==> src/rtl/matrix_mac_accum.sv <==
// matrix_mac_accum: sequences entry_out 0..7 and accumulates the 2x2 product C = A x B from streamed elements
module matrix_mac_accum #(
  parameter int ELEM_W = 3,
  parameter int SEL_W = 4,
  localparam int RES_W = 2*ELEM_W+1
) (
  input  logic clk,
  input  logic reset,
  input  logic start,
  input  logic [ELEM_W-1:0] element_a,
  input  logic [ELEM_W-1:0] element_b,
  output logic [SEL_W-1:0] entry_out,
  output logic busy,
  output logic done,
  output logic [4*RES_W-1:0] result
);
  typedef enum logic [1:0] {IDLE, RUN, DRAIN, FINISH} state_t;
  state_t state;
  logic [2*ELEM_W-1:0] prod, acc;
  logic [2:0] sample_idx;
  logic sample_valid;
  // The selectors settle on the negedge after entry_out changes, so the step
  // consumed at a posedge is the one entry_out names at that edge.
  assign sample_idx = entry_out[2:0];
  assign sample_valid = entry_out < SEL_W'(8);
  assign prod = element_a * element_b;
  always_ff @(posedge clk) begin
    if (reset) begin
      state <= IDLE;
      entry_out <= SEL_W'(8);
      busy <= 1'b0;
      done <= 1'b0;
      result <= '0;
      acc <= '0;
    end else begin
      if (sample_valid) begin
        if (sample_idx[0])
          result[sample_idx[2:1]*RES_W +: RES_W] <= RES_W'(acc) + RES_W'(prod);
        else
          acc <= prod;
      end
      case (state)
        IDLE: if (start) begin
          entry_out <= '0;
          busy <= 1'b1;
          state <= RUN;
        end
        RUN: begin
          entry_out <= entry_out + SEL_W'(1);
          if (entry_out == SEL_W'(7)) state <= DRAIN;
        end
        DRAIN: begin
          done <= 1'b1;
          busy <= 1'b0;
          state <= FINISH;
        end
        default: begin
          done <= 1'b0;
          state <= IDLE;
        end
      endcase
    end
  end
endmodule
==> config.mk <==
export PLATFORM = sky130hd
export DESIGN_NAME = matrix_mac_accum
export DESIGN_NICKNAME = d
export VERILOG_FILES = /design/src/rtl/matrix_mac_accum.sv
export SDC_FILE = /design/constraint.sdc
export NUM_CORES = 1
export LEC_CHECK = 0
export ABC_AREA = 1
export CAP_MARGIN = 25
export CORE_UTILIZATION = 54
export CTS_CLUSTER_DIAMETER = 200
export DETAILED_ROUTE_END_ITERATION = 8
export PLACE_DENSITY_LB_ADDON = 0.12
export SLEW_MARGIN = 20
export SYNTH_ARGS = -nofsm -noshare
export SYNTH_HDL_FRONTEND = slang
export SYNTH_SLANG_ARGS = --single-unit
==> constraint.sdc <==
create_clock -name clk -period 4.92 [get_ports clk]
set_clock_uncertainty 0.05 [all_clocks]
set_input_delay 1.476 -clock clk [delete_from_list [all_inputs] [get_ports clk]]
set_output_delay 1.476 -clock clk [all_outputs]
set_load 0.02 [all_outputs]
* Yosys cells after proc, flatten, opt, wreduce, memory -nomap -nowiden
Index checks and enable logic that the tools add are counted.
** Storage, ports and cells
- Input port bits :: 9
- Register bits :: 42
- Output and inout bits :: 34
- Logic and storage cells :: 38
** Operators by class
- Eq/ne operators :: 5
- Muxes and demuxes :: 9
- Shifts and indexed selects :: 2
- Multiply operators :: 2
- Add/subtract/negate cells :: 3
- Order comparisons :: 1
- Bitwise operators :: 1
- Reduce and logical (&&, ||, !) cells :: 9
** Operators by type and width (count)
- $neg 5->34 :: 1
- $shift 7x34->28 const A :: 1
- $shiftx 7x34->28 :: 1
- $bwmux 28 :: 1
- $reduce_and 2->1 :: 5
- $pmux 4 s2 :: 1
- $add 6x6->7 :: 1
- $mul 3x3->6 :: 1
- $pmux 2 s3 :: 1
- $mul 2x3->5 const B :: 1
- $add 4x1->4 const B :: 1
- $eq 4x3->1 const B :: 1
- $lt 4x4->1 const B :: 1
- $mux 2 :: 2
- $mux 4 :: 1
- $ne 2x2->1 const B :: 2
- $pmux 1 s2 :: 2
- $reduce_bool 2->1 :: 2
- $eq 2x1->1 const B :: 1
- $eq 2x2->1 const B :: 1
- $logic_not 2->1 :: 1
- $reduce_or 2->1 :: 1
- $mux 1 :: 1
- $not 1->1 :: 1

* Logic depth before layout (Yosys ltp)
- Word-level depth :: 4
- Depth in mapped cells :: 15
- Gate-level depth less buffers :: 15

* Least setup slack after synthesis
No wires, ideal clock.
- Path type :: input to register
- From :: input element_a[0]
- To :: register result[25]
- Arrival time :: 3.705 ns
- Setup slack :: 1.095 ns
- Setup time :: 0.070 ns
- Required time :: 4.800 ns
- Stages on the path :: 13
- Path through :: nand2_1 inv_1 fa_1 ha_1 fa_1 ha_1 a21oi_2 nand2_1 nand2_1 nand3_1 nor2_1 nand2_1 a21oi_1
** On the way
- Longest elaborated chain between the ends :: 4
** Ends and longest elaborated chain
- start, declared :: line 10 : input logic [ELEM_W-1:0] element_a,
- $mul 3x3->6 :: line 26 : assign prod = element_a * element_b;
- net prod[3] :: line 19 : logic [2*ELEM_W-1:0] prod, acc;
- $add 6x6->7 :: line 38 : result[sample_idx[2:1]*RES_W +: RES_W] <= RES_W'(acc) + RES_W'(prod);
- $shiftx 7x34->28 :: line 38
- $bwmux 28 :: line 38
- end signal, assigned by index :: line 38
- end, declared :: line 15 : output logic [4*RES_W-1:0] result
The timed path passes the listed nets, and every way through them passes these cells.
A chain may end at the register's enable or synchronous reset.

* Worst setup path in the final report
Same ends and word-level chain as after synthesis.

==> flow_metrics.py <==
metrics = {
    "run_status": {
        "status": "completed",
    },
    "synth": {
        "synth_top_family_by_area": "simple AND/OR/NAND/NOR gates",
        "synth-simple-area-share": 0.262,
        "synth_seq_cells": 42,
        "synth_warnings": 0,
        "synth_edf_count": 0,
        "synth_cell_types": 31,
        "synth_compound_gate_area_share": 0.137,
        "synthMuxAreaShare": 0,
        "yosys.area.top_type": "dfxtp_1",
        "synth_xor_area_frac": 0.0116,
        "synthFlopType": "dfxtp_1",
        "postSynthAreaPerCell_um2": 7.90,
        "ys_async_sr_fraction": 0,
        "synth_top_area_frac": 0.371,
        "syn_inst": 287,
        "syn_area_mm2": 0.00227,
        "synthTopCellsByArea": "dfxtp_1 37%, ha_1 12%, nand2_1 11%",
        "syn-num-nets": 320,
        "synth_fa_ha_area_frac": 0.142,
        "yosysSeqAreaShare": 0.371,
    },
    "finish": {
        "fin_nets": 363,
        "final_common_cell": "nand2_1",
        "seqCellArea_um2": 841,
        "final_cell_mix": "64 x nand2_1, 42 x dfxtp_1, 42 x clkdlybuf4s50_1, 37 x a21oi_1, 31 x inv_1",
        "final_area_mm2": 0.00283,
        "multi_input_area_mm2": 0.00125,
        "final_cell_count_no_fill": 380,
        "final_layout_size_suffix_gt1_frac": 0.0636,
        "areaGrowthSynthToFinish_pct": 24.8,
        "fillers": 353,
        "diodes": 0,
    },
    "hold_path": {
        "worstHoldStart": "result[14]",
        "worstHoldPathType": "reg2reg",
        "holdPathEnd": "result[14]",
        "hold_depth": 2,
    },
    "route": {
        "vias_per_cell": 5.35,
        "drt_iter0_markers": 156,
        "dr.pass1.iters": 4,
        "routed_wirelength_um": 5040,
        "routedWlPerCell_um": 13.3,
        "ant_nets": 0,
        "post-route-drc-count": 0,
        "num_vias": 2033,
    },
    "place": {
        "dp_cells": 373,
        "post-dp-hpwl_um": 3680,
        "place.gp.congestion": 0.898,
        "placed_area_mm2": 0.00272,
        "portBuffers": 42,
    },
    "critical_path": {
        "arrival_ns": 4.54,
        "timing.rr.start": "entry_out[1]",
        "critPathMaxFanout": 6,
        "critical_path_class": "in2reg",
        "critPathSlowestCell": "fa_1",
        "r2r-end": "result[19]",
        "end_kind": "flop",
        "crit_path_start_kind": "primary input",
        "reg2regPathDepth": 6,
        "required_ns": 5.11,
        "regToRegSetupSlack_ns": 2.61,
        "path_cells": "clkdlybuf4s50_1 > nand2_1 > inv_1 > fa_1 > ha_1 > fa_1 > ha_1 > a21oi_2 > nand2_1 > nand2_1 > nand3_1 > nor2_1 > nand2_1 > a21oi_1",
        "slowest_delay_ns": 0.48,
        "critPathMostFrequentCell": "nand2_1",
    },
    "clock_network": {
        "cts_tree": "built",
        "postCtsSetupRepairBufs": 0,
        "clk-insertion-delay-late_ns": 0.30,
        "cts-resized-gates": 0,
        "clk_pin_slew_ns": 0.08,
        "cts_root_buffer": "clkbuf_8",
        "cts.path.max_buffers": 2,
        "cts_hold_buf": 0,
        "h-tree-depth": 2,
        "numCtsBuffers": 5,
        "clock-sinks": 42,
    },
    "sta": {
        "grt_setup_unrepaired": "false",
        "setup_violations": 0,
        "period_needed_ns": 4.35,
        "hold_violations": 0,
        "period_share": 0.884,
        "whs_ns": 0.417,
        "tightest_slew_ns": 0.622,
        "drv_slew": 0,
        "maxSlewHeadroom": 0.585,
        "fmax_mhz": 230,
        "tns_ns": 0,
    },
    "power": {
        "cellPowerDensity_mw_per_mm2": 394,
        "power.leakage_nw": 1.17,
        "fin_total_pwr_mw": 1.11,
        "peakVddDrop_mv": 0.260,
    },
    "floorplan": {
        "rows": 23,
        "ios": 43,
        "core_mm2": 0.00400,
        "start_util": 0.566,
        "design.die.area_mm2": 0.00446,
        "fp.dieH_um": 66.8,
        "die_width_um": 66.8,
    },
    "global_routing": {
        "grt_pass1_vias": 1827,
        "grt_overflow": 0,
        "antenna_found_initial": 0,
        "grt_use_total": 0.255,
        "grt_pass1_wl_um": 8400,
        "grt_max_degree": 34,
    },
    "run": {
        "maxCapViolCount": 0,
    },
}
-- Yosys cell counts, drive strengths merged, types with 3 or more instances --
master / n
fa: 3
a211oi: 3
nand2: 64
clkbuf: 4
inv: 34
o21ai: 11
nand3: 17
nor2: 27
buf: 3
nand4: 6
a22oi: 3
a21oi: 38
dfxtp: 42
ha: 21
-- layout make-up --
cell class,instances,area share
multi-input cells,204,0.443
flip-flops and latches,42,0.297
repair buffers,43,0.151
inverters,34,0.0460
clock buffers,6,0.0292
well taps,50,0.0221
clock inverters,1,0.0106
-- power breakdown --
group	switching, mW	total, mW	internal, mW
sequential	0.0461	0.429	0.383
clock	0.122	0.284	0.162
combinational	0.255	0.401	0.146
total	0.423	1.11	0.691
-- cell families after synthesis --
group / count (synthesis)
buffers and inverters: 41
adder cells (fa/ha/maj): 24
AND/OR/NAND/NOR: 120
AO/OA/AOI/OAI: 57
flip-flops: 42
XOR/XNOR: 3
-- flip-flops by register name, indices dropped and copies added, names as in the netlist --
name       cells
result        28
state          2
acc            6
busy           1
entry_out      4
done           1
-- critical path: cells and delay by family --
family / cells / cell delay (ns)
adder cells (fa/ha/maj): 4 / 1.58
AND/OR/NAND/NOR: 6 / 0.63
buffers and inverters: 2 / 0.50
AO/OA/AOI/OAI: 2 / 0.35
-- worst max path at each step --
stage / from / to / depth (start not counted)
2_1_floorplan: element_a[0] / result[25] / 13
3_3_place_gp: element_b[1] / result[11] / 14
3_5_place_dp: element_a[0] / result[11] / 14
4_1_cts: element_a[0] / result[13] / 12
5_1_grt: element_b[2] / result[11] / 14
6_report: element_a[0] / result[25] / 14
-- per-layer routing --
layer / GRT usage / share of wire / up-vias / routed length (um)
li1: - / - / 1034 / -
met1: 0.336 / 0.47 / 933 / 2360
met2: 0.398 / 0.47 / 55 / 2350
met3: 0.0634 / 0.048 / 11 / 244
met4: 0.0931 / 0.017 / 0 / 87
met5: 0 / 0 / - / 0
-- through the flow --
step | setup WS, ns | utilization
detailed placement | 0.335 | 0.679
CTS | 0.620 | 0.707
global placement | 0.406 | 0.679
finish | 0.568 | 0.707
floorplan | 1.09 | -
global route | 0.340 | 0.707
(Power assumes the default switching activity.)
